**src/rtl/dyt_pkg.sv**
```systemverilog
// Shared RV32E decode constants, op-class and immediate-format encodings.
package dyt_pkg;

    localparam int REG_AW   = 4;
    localparam int NUM_REGS = 1 << REG_AW;

    localparam logic [6:0] OPC_LUI    = 7'b0110111;
    localparam logic [6:0] OPC_AUIPC  = 7'b0010111;
    localparam logic [6:0] OPC_JAL    = 7'b1101111;
    localparam logic [6:0] OPC_JALR   = 7'b1100111;
    localparam logic [6:0] OPC_BRANCH = 7'b1100011;
    localparam logic [6:0] OPC_LOAD   = 7'b0000011;
    localparam logic [6:0] OPC_STORE  = 7'b0100011;
    localparam logic [6:0] OPC_OP_IMM = 7'b0010011;
    localparam logic [6:0] OPC_OP     = 7'b0110011;

    typedef enum logic [3:0] {
        CLS_LUI     = 4'd0,
        CLS_AUIPC   = 4'd1,
        CLS_JAL     = 4'd2,
        CLS_JALR    = 4'd3,
        CLS_BRANCH  = 4'd4,
        CLS_LOAD    = 4'd5,
        CLS_STORE   = 4'd6,
        CLS_OP_IMM  = 4'd7,
        CLS_OP      = 4'd8,
        CLS_ILLEGAL = 4'd9
    } opclass_e;

    typedef enum logic [2:0] {
        IMM_NONE = 3'd0,
        IMM_I    = 3'd1,
        IMM_S    = 3'd2,
        IMM_B    = 3'd3,
        IMM_U    = 3'd4,
        IMM_J    = 3'd5
    } imm_fmt_e;

endpackage

```
**src/rtl/dyt_imm_gen.sv**
```systemverilog
// Combinational immediate extraction; opcode bits are not needed here.
module dyt_imm_gen
    import dyt_pkg::*;
(
    input  logic [31:7] bits,
    input  imm_fmt_e    fmt,
    output logic [31:0] imm
);

    always_comb begin
        imm = 32'h0;
        unique case (fmt)
            IMM_I: imm = {{20{bits[31]}}, bits[31:20]};
            IMM_S: imm = {{20{bits[31]}}, bits[31:25], bits[11:7]};
            IMM_B: imm = {{19{bits[31]}}, bits[31], bits[7],
                          bits[30:25], bits[11:8], 1'b0};
            IMM_U: imm = {bits[31:12], 12'h0};
            IMM_J: imm = {{11{bits[31]}}, bits[31], bits[19:12],
                          bits[20], bits[30:21], 1'b0};
            default: imm = 32'h0;
        endcase
    end

endmodule

```
**src/rtl/dyt_decode_stage.sv**
```systemverilog
// RV32E decode stage: field decode, RAW scoreboard stall, ID/EX register.
module dyt_decode_stage
    import dyt_pkg::*;
#(
    parameter int          XLEN     = 32,
    parameter int          REG_AW   = 4,
    parameter logic [31:0] PC_RESET = 32'h0000_0000
) (
    input  logic              clk,
    input  logic              rst,
    input  logic              if_valid,
    output logic              if_ready,
    input  logic [31:0]       if_instr,
    input  logic [XLEN-1:0]   if_pc,
    output logic [REG_AW-1:0] rf_a_addr,
    output logic [REG_AW-1:0] rf_b_addr,
    input  logic [XLEN-1:0]   rf_a_data,
    input  logic [XLEN-1:0]   rf_b_data,
    output logic              ex_valid,
    input  logic              ex_ready,
    output logic [XLEN-1:0]   ex_pc,
    output logic [3:0]        ex_opclass,
    output logic [2:0]        ex_funct3,
    output logic              ex_funct7b5,
    output logic [REG_AW-1:0] ex_rd,
    output logic              ex_rd_we,
    output logic [XLEN-1:0]   ex_rs1_data,
    output logic [XLEN-1:0]   ex_rs2_data,
    output logic [31:0]       ex_imm,
    output logic              ex_illegal,
    input  logic              wb_en,
    input  logic [REG_AW-1:0] wb_addr,
    input  logic              flush
);

    localparam int NR = 1 << REG_AW;

    logic [6:0]        opc;
    logic [REG_AW-1:0] rs1, rs2, rd;
    opclass_e          cls_raw, cls;
    imm_fmt_e          fmt_raw, fmt;
    logic              use1, use2, use_rd;
    logic              bad_reg, illegal;
    logic              rd_we;
    logic              haz1, haz2, hazard;
    logic              accept, ex_fire;
    logic [31:0]       imm;
    logic [NR-1:0]     sb, sb_n;
    opclass_e          ex_cls;

    assign opc = if_instr[6:0];
    assign rs1 = if_instr[15 +: REG_AW];
    assign rs2 = if_instr[20 +: REG_AW];
    assign rd  = if_instr[7 +: REG_AW];

    assign rf_a_addr = rs1;
    assign rf_b_addr = rs2;

    always_comb begin
        cls_raw = CLS_ILLEGAL;
        fmt_raw = IMM_NONE;
        use1    = 1'b0;
        use2    = 1'b0;
        use_rd  = 1'b0;
        unique case (opc)
            OPC_LUI: begin
                cls_raw = CLS_LUI;
                fmt_raw = IMM_U;
                use_rd  = 1'b1;
            end
            OPC_AUIPC: begin
                cls_raw = CLS_AUIPC;
                fmt_raw = IMM_U;
                use_rd  = 1'b1;
            end
            OPC_JAL: begin
                cls_raw = CLS_JAL;
                fmt_raw = IMM_J;
                use_rd  = 1'b1;
            end
            OPC_JALR: begin
                cls_raw = CLS_JALR;
                fmt_raw = IMM_I;
                use1    = 1'b1;
                use_rd  = 1'b1;
            end
            OPC_BRANCH: begin
                cls_raw = CLS_BRANCH;
                fmt_raw = IMM_B;
                use1    = 1'b1;
                use2    = 1'b1;
            end
            OPC_LOAD: begin
                cls_raw = CLS_LOAD;
                fmt_raw = IMM_I;
                use1    = 1'b1;
                use_rd  = 1'b1;
            end
            OPC_STORE: begin
                cls_raw = CLS_STORE;
                fmt_raw = IMM_S;
                use1    = 1'b1;
                use2    = 1'b1;
            end
            OPC_OP_IMM: begin
                cls_raw = CLS_OP_IMM;
                fmt_raw = IMM_I;
                use1    = 1'b1;
                use_rd  = 1'b1;
            end
            OPC_OP: begin
                cls_raw = CLS_OP;
                use1    = 1'b1;
                use2    = 1'b1;
                use_rd  = 1'b1;
            end
            default: cls_raw = CLS_ILLEGAL;
        endcase
    end

    // Register fields above x15 are only illegal where the field is used.
    assign bad_reg = (use1   && if_instr[19]) ||
                     (use2   && if_instr[24]) ||
                     (use_rd && if_instr[11]);
    assign illegal = (cls_raw == CLS_ILLEGAL) || bad_reg;
    assign cls     = illegal ? CLS_ILLEGAL : cls_raw;
    assign fmt     = illegal ? IMM_NONE : fmt_raw;
    assign rd_we   = use_rd && !illegal && (rd != '0);

    dyt_imm_gen u_imm (
        .bits (if_instr[31:7]),
        .fmt  (fmt),
        .imm  (imm)
    );

    assign haz1 = use1 && !illegal && (rs1 != '0) &&
                  (sb[rs1] || (ex_valid && ex_rd_we && ex_rd == rs1));
    assign haz2 = use2 && !illegal && (rs2 != '0) &&
                  (sb[rs2] || (ex_valid && ex_rd_we && ex_rd == rs2));
    assign hazard = haz1 || haz2;

    assign if_ready = (!ex_valid || ex_ready) && !hazard && !flush;
    assign accept   = if_valid && if_ready;
    assign ex_fire  = ex_valid && ex_ready && !flush;

    // Set is applied after clear so a same-index collision keeps the bit.
    always_comb begin
        sb_n = sb;
        if (wb_en && wb_addr != '0)
            sb_n[wb_addr] = 1'b0;
        if (ex_fire && ex_rd_we)
            sb_n[ex_rd] = 1'b1;
        sb_n[0] = 1'b0;
    end

    always_ff @(posedge clk or negedge rst) begin
        if (!rst)
            sb <= '0;
        else
            sb <= sb_n;
    end

    always_ff @(posedge clk or negedge rst) begin
        if (!rst) begin
            ex_valid    <= 1'b0;
            ex_pc       <= PC_RESET[XLEN-1:0];
            ex_cls      <= CLS_LUI;
            ex_funct3   <= 3'h0;
            ex_funct7b5 <= 1'b0;
            ex_rd       <= '0;
            ex_rd_we    <= 1'b0;
            ex_rs1_data <= '0;
            ex_rs2_data <= '0;
            ex_imm      <= 32'h0;
            ex_illegal  <= 1'b0;
        end else if (flush) begin
            ex_valid <= 1'b0;
        end else if (accept) begin
            ex_valid    <= 1'b1;
            ex_pc       <= if_pc;
            ex_cls      <= cls;
            ex_funct3   <= if_instr[14:12];
            ex_funct7b5 <= if_instr[30];
            ex_rd       <= rd;
            ex_rd_we    <= rd_we;
            ex_rs1_data <= rf_a_data;
            ex_rs2_data <= rf_b_data;
            ex_imm      <= imm;
            ex_illegal  <= illegal;
        end else if (ex_ready) begin
            ex_valid <= 1'b0;
        end
    end

    assign ex_opclass = ex_cls;

endmodule

```
**config.mk**
```make
export PLATFORM = sky130hd
export DESIGN_NAME = dyt_decode_stage
export DESIGN_NICKNAME = d
export VERILOG_FILES = /design/src/rtl/dyt_pkg.sv /design/src/rtl/dyt_imm_gen.sv /design/src/rtl/dyt_decode_stage.sv
export SDC_FILE = /design/constraint.sdc
export NUM_CORES = 1
export LEC_CHECK = 0
export ABC_AREA = 0
export CAP_MARGIN = 20
export CORE_UTILIZATION = 30
export DETAILED_ROUTE_END_ITERATION = 16
export SLEW_MARGIN = 20
export SYNTH_ARGS = -nofsm -noshare
export SYNTH_HDL_FRONTEND = slang
export SYNTH_HIERARCHICAL = 1
export SYNTH_SLANG_ARGS = --single-unit
```
**constraint.sdc**
```tcl
create_clock -name clk -period 5.9 [get_ports clk]
set_clock_uncertainty 0.15 [all_clocks]
set_input_delay 0.59 -clock clk [delete_from_list [all_inputs] [get_ports clk]]
set_output_delay 0.59 -clock clk [all_outputs]
set_load 0.05 [all_outputs]
```
==> flow_metrics.tcl, run 1 <==
set metrics [dict create \
    startpoint "if_instr[20]" \
    start_util_pct 30.79 \
    cts_inserted_buffers 17 \
    post_cts_buffers 0 \
    post-route-util_pct 46.00 \
    worstSkewPairLatency_ns 0.42 \
    core_area_um2 23610 \
    cp_data_arrival_time_ns 3.72 \
    fmaxAchievable_mhz 224.2 \
    layout.nets 963 \
    ys_ff_latch 158 \
    ys.warnings.count 6 \
    irDropWorstVdd_uv 181.8 \
    tns_ns 0 \
    tritoncts "built" \
    die_w_um 157.7 \
    vias_per_cell 4.670 \
    finalPower_mw 3.522 \
    grt_pass1_vias 5656 \
    p_per_area_nw_per_um2 324.2 \
    critPathKind "input pin to output port" \
    r2r_cells 8 \
    synth-edff-count 0 \
    synth_top_area_share_pct 54.39 \
    n_fill_cell 2200 \
    ys.flop_type "dfrtp_1" \
    slew_headroom_pct 35.06 \
    die-area_um2 24860 \
    syn-cell-area_um2 7269 \
    ys_seq_area_share_pct 54.39 \
    syn_to_final_growth_pct 49.43 \
    routed-via-count 5403 \
    cp-start-kind "input pin" \
    fin_crit_sh_pct 75.61 \
    postPlaceCellArea_um2 10260 \
    worst_path_max_delay_cell "clkdlybuf4s50_1" \
    grt_usage_pct 16.72 \
    antenna_cells 0 \
    syn_avg_cell_area_um2 13.12 \
    required_ns 5.16 \
    hp-class "flip-flop to flip-flop" \
    rsz0062_at_grt "false" \
    setup_violations 0 \
    port-buffer-count 289 \
    multi_input_area_um2 2964 \
    whs_path_depth 1 \
    crit_path_end_kind "output port" \
    hold_viol_final 0 \
    status "finished, final reports clean" \
    antenna_found_initial 0 \
    worst_path_largest_cell_delay_ns 0.86 \
    grt-ovfl-total 0 \
    cp_common_cell "clkdlybuf4s50_1" \
    clk_transition_reported_paths_ns 0.07 \
    hp-start "ex_rs1_data[26]$_DFFE_PN0P_" \
    rrSetupSlack_ns 2.71 \
    drt_iter0_markers 194 \
    finalMaxSlewViolations 0 \
    regArea_um2 3954 \
    p_leak_nw 4.537 \
    grt_max_degree 141 \
    cap_violations 0 \
    clock_path_buffers 2 \
    tightest_slew_ns 0.9741 \
    yosysTopAreaCell "dfrtp_1" \
    crit_fanout 12 \
    die_h_um 157.7 \
    grt_pass1_wl_mm 31.75 \
    cts_root_buf "clkbuf_16" \
    ys_top_cells_by_count "158 x dfrtp_1, 91 x mux2_1, 47 x o21ai_0" \
    cts.sinks 158 \
    synth_most_common_cell "dfrtp_1" \
    layout_min_cycle_time_ns 4.461 \
    r2r-end "ex_rd[3]$_DFFE_PN0P_" \
    path_cells "clkdlybuf4s50_1 > mux4_2 > o2111a_1 > o31ai_2 > a21oi_2 > nor3_1 > clkdlybuf4s50_1" \
    r2r-start "sb[6]$_DFF_PN0_" \
    totalWireLength_mm 20.21 \
    hold_end "ex_rs1_data[26]$_DFFE_PN0P_" \
    rows 56 \
    syn_nets 692 \
    wire_per_inst_um 17.47 \
    worst_path_dominant_cell_family "buffers and inverters" \
    io-pin-count 290 \
    hpwl_mm 14.19 \
    postCtsHoldBufs 1 \
    drc 0 \
    h-tree-depth 4 \
    drive_gt1_share_pct 12.17 \
    final_cell_area_um2 10860 \
    synthArstFlopShare_pct 100.0 \
    syn_inst 554 \
    ys_types 60 \
    ant_nets 0 \
    dr.pass1.iters 4 \
    yosys-top-cells-area "dfrtp_1 54%, mux2_1 14%, mux2_2 6.4%" \
    gp_congestion 0.8725 \
    path_buf_inv 2 \
    cts_resized 0 \
]
power by group:
part | internal [mW] | leakage (nW) | switching (mW)
combinational | 0.424 | 2.29 | 0.685
clock | 0.606 | 0.288 | 0.517
sequential | 1.21 | 1.96 | 0.0769
total | 2.24 | 4.54 | 1.28
routing by layer:
| layer | vias up | wire [um] | global-route usage (%) |
|---|---|---|---|
| met1 | 2657 | 8795 | 21.78 |
| met3 | 15 | 1776 | 6.077 |
| met2 | 203 | 9471 | 26.22 |
| met5 | - | 0 | 0 |
| met4 | 0 | 167 | 4.115 |
| li1 | 2528 | - | - |
sequential cells by signal, summed over array words and instances, names as in the netlist:
register,cells
ex_pc,32
ex_rd_we,1
sb,15
ex_illegal,1
ex_opclass,4
ex_funct3,3
ex_valid,1
ex_funct7b5,1
ex_imm,32
ex_rs1_data,32
ex_rd,4
ex_rs2_data,32
how the worst max path moves through the flow:
stage                             end  slack (ns)  depth (start not counted)
2_1_floorplan                if_ready        2.13                          6
5_1_grt        ex_imm[22]$_DFFE_PN0P_        1.25                         11
3_3_place_gp   ex_imm[22]$_DFFE_PN0P_        1.24                         11
3_5_place_dp   ex_imm[22]$_DFFE_PN0P_        1.22                         11
4_1_cts                      if_ready        1.40                          7
6_report                     if_ready        1.44                          7
layout by cell type, fill, tap and decap left out, drive strengths merged, types with 3 or more instances in the layout:
master and n:
clkbuf 17, nor2b 12, buf 4, nor3 10, nor2 12, nand2 26, and2 6, or2 4
mux2i 3, a21o 8, nand3 10, inv 14, nor3b 3, nand3b 6, a21oi 6, clkdlybuf4s50 288
a22o 3, mux4 5, nand2b 8, dfrtp 158, xnor2 6, o21ai 50, mux2 139
through the flow:
step	std cells	setup slack [ns]	hold slack [ns]
2_1_floorplan	554	2.130	0.1444
3_3_place_gp	1124	1.244	0.3159
3_5_place_dp	1124	1.217	0.3237
4_1_cts	1157	1.401	0.3396
5_1_grt	1157	1.251	0.3471
6_report	1157	1.439	0.3340
worst reg2reg max path, delay by kind of cell, from the launching register on:
family                 cells  cell delay, ns
muxes                      2            1.16
AOI/OAI and AO/OA          3            0.64
buffers and inverters      2            0.54
DFF                        1            0.42
and+or+nand+nor            1            0.16
cells by family (layout without fill, tap and decap cells):
group           after synthesis  in the layout  share of synthesized area [%]
compound gates               90             90                          7.883
flops                       158            158                          54.39
xor+xnor                      8              8                         0.9639
simple gates                106            106                          8.072
mux                         147            147                          23.86
buf+inv                      45            329                          4.836
layout make-up:
class / instances / share of cell area [%]
clock buffer: 17 / 3.916
timing repair buffer: 293 / 27.06
clock inverter: 15 / 1.532
inverter: 4 / 0.1382
tap: 319 / 3.674
multi-input combinational: 351 / 27.29
sequential: 158 / 36.40
(Power assumes the default switching activity.)
==> inputs of run 2 (changes only) <==
- clock period: 5.9 -> 4 ns (I/O delays scaled with it)
==> flow_metrics.tcl, run 2 (synthesis results as in run 1) <==
set metrics [dict create \
    grt_pass1_vias 5621 \
    p_int_mw 3.440 \
    swShare_pct 34.97 \
    hpwl_mm 14.95 \
    die_h_um 157.7 \
    layout_min_cycle_time_ns 3.434 \
    clock_power_share_pct 32.7 \
    rrSetupSlack_ns 1.06 \
    p_leak_nw 4.658 \
    grt-ovfl-total 0 \
    die-area_um2 24860 \
    routed-via-count 5475 \
    crit_path_end_kind "output port" \
    r2r_cells 7 \
    rows 56 \
    dr.pass1.iters 4 \
    cp_data_arrival_time_ns 2.88 \
    clk_transition_reported_paths_ns 0.07 \
    crit_fanout 6 \
    cts.sinks 158 \
    fin_cells 1172 \
    post-route-util_pct 47.04 \
    die_w_um 157.7 \
    drc 0 \
    io-pin-count 290 \
    gp_congestion 0.8533 \
    final_common_cell "clkdlybuf4s50_1" \
    vias_per_cell 4.672 \
    syn_to_final_growth_pct 52.81 \
    drive_gt1_share_pct 13.83 \
    finalPower_mw 5.290 \
    seqPwrFrac_pct 35.9 \
    cts_resized 0 \
    start_util_pct 30.79 \
    ant_nets 0 \
    placed_cells 1140 \
    finalMaxSlewViolations 0 \
    grt_pass1_wl_mm 31.75 \
    layout.nets 979 \
    wire_per_inst_um 17.37 \
    slew_headroom_pct 39.86 \
    grt_max_degree 73 \
    drt_iter0_markers 147 \
    setup_violations 0 \
    mostFrequentLayoutCells "287 x clkdlybuf4s50_1, 158 x dfrtp_1, 91 x mux2_1" \
    worstSkewPairLatency_ns 0.42 \
    grt_usage_pct 16.75 \
    cp-start-kind "input pin" \
    fmaxAchievable_mhz 291.2 \
    hold_viol_final 0 \
    p_sw_mw 1.850 \
    fin_crit_sh_pct 85.84 \
    tritoncts "built" \
    critPathKind "input pin to output port" \
    antenna_found_initial 0 \
    p_per_area_nw_per_um2 476.2 \
    port-buffer-count 289 \
    tns_ns 0 \
    cts_inserted_buffers 17 \
    tightest_slew_ns 0.9002 \
    irDropWorstVdd_uv 261.0 \
    hp-class "flip-flop to flip-flop" \
    clock_path_buffers 2 \
    status "finished, final reports clean" \
    rsz0062_at_grt "false" \
    cts_root_buf "clkbuf_16" \
    required_ns 3.45 \
    cap_violations 0 \
    pwr-share-comb_pct 31.3 \
    totalWireLength_mm 20.35 \
    core_area_um2 23610 \
    antenna_cells 0 \
    h-tree-depth 4 \
    whs_path_depth 1 \
]
[run 2: cell types whose count changed in the layout (fill, tap and decap cells not counted)]
cell / before / now
inv_8: 5 / 3
clkinv_2: 1 / 0
inv_6: 5 / 1
buf_4: 2 / 12
clkinv_4: 0 / 3
clkdlybuf4s50_1: 288 / 287
clkinv_8: 1 / 2
buf_12: 1 / 8
bufinv_16: 1 / 3
[run 2: routing by layer]
layer / vias to the layer above / GRT usage (%) / routed length (um)
met1: 2697 / 21.75 / 8896
met3: 14 / 6.132 / 1706
li1: 2560 / - / -
met5: - / 0 / 0
met2: 204 / 26.35 / 9540
met4: 0 / 4.068 / 209
[run 2: area by class of cell]
class	count	area [um^2]
clock buffer	17	425.4
clock inverter	14	206.4
fill	2227	12500
inverter	4	15.01
multi-input combinational	351	2964
sequential	158	3954
tap	319	399.1
timing repair buffer	309	3144
[run 2: critical path: stages]
cell	delay, ns
clkdlybuf4s50_1	0.68
mux4_2	0.54
inv_1	0.06
a221oi_1	0.07
o311ai_1	0.41
a21oi_2	0.16
nor3_1	0.36
buf_12	0.19
[run 2: power groups by stage]
| stage | Clock [mW] | Sequential, mW | Combinational, mW |
|---|---|---|---|
| finish | 1.73 | 1.90 | 1.66 |
| CTS | 1.80 | 1.90 | 1.67 |
| floorplan | 0 | 2.60 | 0.324 |
| global route | 1.87 | 1.93 | 1.73 |
| detailed placement | 0 | 1.93 | 1.67 |
| global placement | 0 | 1.93 | 1.67 |
[run 2: timing repair]
action,in CTS,in global routing
hold buffers,1,0
buffers inserted,0,0
endpoints found under the hold margin,70,0
[run 2: path summary, 6_finish.rpt]
path	startpoint	end
min in group asynchronous	rst	sb[12]$_DFF_PN0_
hold / removal	ex_rs1_data[14]$_DFFE_PN0P_	ex_rs1_data[14]$_DFFE_PN0P_
setup reg to reg	sb[13]$_DFF_PN0_	ex_rs1_data[30]$_DFFE_PN0P_
max in group asynchronous	rst	ex_rs1_data[31]$_DFFE_PN0P_
setup / recovery	if_instr[15]	if_ready
hold reg to reg	ex_rs1_data[14]$_DFFE_PN0P_	ex_rs1_data[14]$_DFFE_PN0P_
[run 2: metrics by stage]
stage / hold WS [ns] / setup slack, ns / instance area, um^2
finish: 0.3340 / 0.5663 / 11110
global route: 0.3529 / 0.3227 / 11110
CTS: 0.3388 / 0.5541 / 11110
detailed placement: 0.3237 / 0.1875 / 10470
global placement: 0.3169 / 0.1981 / 10470
floorplan: -0.04559 / 0.6104 / 7269
==> inputs of run 3 (changes only) <==
- GPL_TIMING_DRIVEN: not set -> 0
- SYNTH_HIERARCHICAL: 1 -> not set
==> flow_metrics.tcl, run 3 <==
set metrics [dict create \
    cts_inserted_buffers 17 \
    die_w_um 159.1 \
    regArea_um2 3954 \
    post_cts_buffers 0 \
    hold-worst-slack_ns 0.3573 \
    routed-via-count 5574 \
    ys_seq_area_share_pct 53.38 \
    final_cell_area_um2 11270 \
    crit_path_end "if_ready" \
    drt_iter0_markers 271 \
    antenna_found_initial 0 \
    p_per_area_nw_per_um2 466.7 \
    port-buffer-count 284 \
    cp_data_arrival_time_ns 3.13 \
    drive_gt1_share_pct 21.23 \
    synth_top_area_share_pct 53.38 \
    syn_inst 558 \
    cp-start-kind "input pin" \
    final_common_cell "clkdlybuf4s50_1" \
    hpwl_mm 15.58 \
    p_leak_nw 4.746 \
    clk_transition_reported_paths_ns 0.07 \
    hp-start "ex_funct3[2]$_DFFE_PN0P_" \
    synth-edff-count 0 \
    gp_congestion 0.8400 \
    grt_usage_pct 17.45 \
    h-tree-depth 4 \
    multi_input_area_um2 3109 \
    rsz0062_at_grt "false" \
    ys_ff_latch 158 \
    die-area_um2 25320 \
    required_ns 3.45 \
    vias_per_cell 4.645 \
    status "finished, final reports clean" \
    grt-ovfl-total 0 \
    rrSetupSlack_ns 0.95 \
    syn_nets 696 \
    layout_min_cycle_time_ns 3.679 \
    slew_headroom_pct 54.28 \
    syn_avg_cell_area_um2 13.27 \
    finalMaxSlewViolations 0 \
    yosys-top-cells-area "dfrtp_1 53%, mux2_4 17%, mux2_2 4.3%" \
    crit_fanout 10 \
    io-pin-count 290 \
    dr.pass1.iters 4 \
    ys_types 58 \
    ys_top_cells_by_count "158 x dfrtp_1, 86 x mux2_4, 35 x o21ai_0" \
    tritoncts "built" \
    clock_path_buffers 2 \
    start_util_pct 30.55 \
    fin_cells 1200 \
    r2r-end "ex_rs1_data[30]$_DFFE_PN0P_" \
    setup_violations 0 \
    mostFrequentLayoutCells "282 x clkdlybuf4s50_1, 158 x dfrtp_1, 86 x mux2_4" \
    core_area_um2 24250 \
    tightest_slew_ns 0.6858 \
    rows 57 \
    critPathKind "input pin to output port" \
    n_fill_cell 2258 \
    r2r-start "sb[11]$_DFF_PN0_" \
    routed.top_layer "met4" \
    crit_path_end_kind "output port" \
    startpoint "if_instr[20]" \
    hold_viol_final 0 \
    synthArstFlopShare_pct 100.0 \
    cts_root_buf "clkbuf_16" \
    ys.warnings.count 0 \
    met1_length_mm 9.672 \
    cts.sinks 158 \
    fin_crit_sh_pct 91.98 \
    yosysTopAreaCell "dfrtp_1" \
    synth_most_common_cell "dfrtp_1" \
    fmaxAchievable_mhz 271.8 \
    drc 0 \
    syn-cell-area_um2 7407 \
    r2r_cells 9 \
    worstSkewPairLatency_ns 0.42 \
    placed_cells 1167 \
    die_h_um 159.1 \
    ant_nets 0 \
    met2WireLength_mm 10.02 \
    cap_violations 0 \
    ys.flop_type "dfrtp_1" \
    totalWireLength_mm 21.54 \
    dr_wl_met3_mm 1.365 \
    grt_max_degree 87 \
    layout.nets 1001 \
    grt_pass1_vias 5944 \
    irDropWorstVdd_uv 262.6 \
    postPlaceCellArea_um2 10690 \
    wire_per_inst_um 17.95 \
    hp-class "flip-flop to flip-flop" \
    antenna_cells 0 \
    grt_pass1_wl_mm 34.27 \
    syn_to_final_growth_pct 52.11 \
]
==> run 3: changes by cell type in the layout (fill, tap and decap cells not counted), moves of 12 or more <==
| cell | change |
|---|---|
| a21oi_1 | +22 |
| mux2_4 | +79 |
| inv_1 | +14 |
| mux2i_1 | +13 |
| o21ai_0 | -12 |
| mux2_1 | -91 |
| mux2_2 | -13 |
| clkbuf_1 | +14 |
| a22o_1 | +16 |
==> run 3: what timing repair did <==
action,4_1_cts,5_1_grt
hold buffers,1,0
gates resized for setup,1,3
pin swaps,0,0
hold endpoints to repair,85,0
setup endpoints to repair,1,1
==> run 3: worst max-delay path: stages <==
cell and delay [ns]:
clkdlybuf4s50_1 0.51, buf_2 0.27, mux4_2 0.55, o2111ai_1 0.19, o311ai_1 0.14, nor3_2 0.44
nor2_1 0.07, nor3_1 0.22, clkbuf_2 0.33
==> run 3: area by class of cell <==
type	instances	share of cell area (%)
plain buffers	42	2.454
flip-flops and latches	158	35.09
multi-input cells	340	27.60
clock buffers	18	3.809
well taps	324	3.598
repair buffers	286	25.56
inverters	18	0.5997
clock inverters	14	1.288
==> run 3: worst min path at each step <==
stage,slack [ns],to,depth (start not counted)
after CTS,0.36,ex_rs2_data[11]$_DFFE_PN0P_,1
after global placement,0.34,ex_rs2_data[4]$_DFFE_PN0P_,1
after global routing,0.37,ex_rs2_data[18]$_DFFE_PN0P_,1
final,0.36,ex_funct3[2]$_DFFE_PN0P_,1
after floorplan,-0.05,ex_funct3[0]$_DFFE_PN0P_,0
after detailed placement,0.31,ex_rs2_data[22]$_DFFE_PN0P_,1
==> run 3: cell families (layout without fill, tap and decap cells) <==
| family | after synthesis | in the layout | share of synthesized area [%] |
|---|---|---|---|
| buf+inv | 60 | 378 | 4.645 |
| compound gates | 104 | 104 | 9.021 |
| mux | 134 | 134 | 25.07 |
| xor+xnor | 9 | 9 | 1.064 |
| flops | 158 | 158 | 53.38 |
| simple gates | 93 | 93 | 6.824 |
==> run 3: stage by stage <==
stage	TNS (ns)	setup slack [ns]	total power [mW]	util [%]
floorplan	0	0.5294	2.992	-
finish	0	0.3210	5.259	46.47
CTS	0	0.05567	5.332	46.48
detailed placement	-0.2169	-0.2169	3.656	44.08
global placement	-718.23	-4.563	3.647	43.94
global route	0	0.1085	5.466	46.47
==> run 3: power breakdown <==
part | switching [mW] | internal (mW) | total (mW)
Clock | 0.756 | 0.882 | 1.64
Combinational | 1.01 | 0.719 | 1.73
Sequential | 0.109 | 1.78 | 1.89
Total | 1.87 | 3.39 | 5.26
==> run 3: metal layers <==
layer | vias to the layer above | track usage [%]
met5 | - | 0
met4 | 0 | 6.512
met3 | 26 | 4.793
met2 | 205 | 27.65
met1 | 2741 | 22.75
li1 | 2602 | -
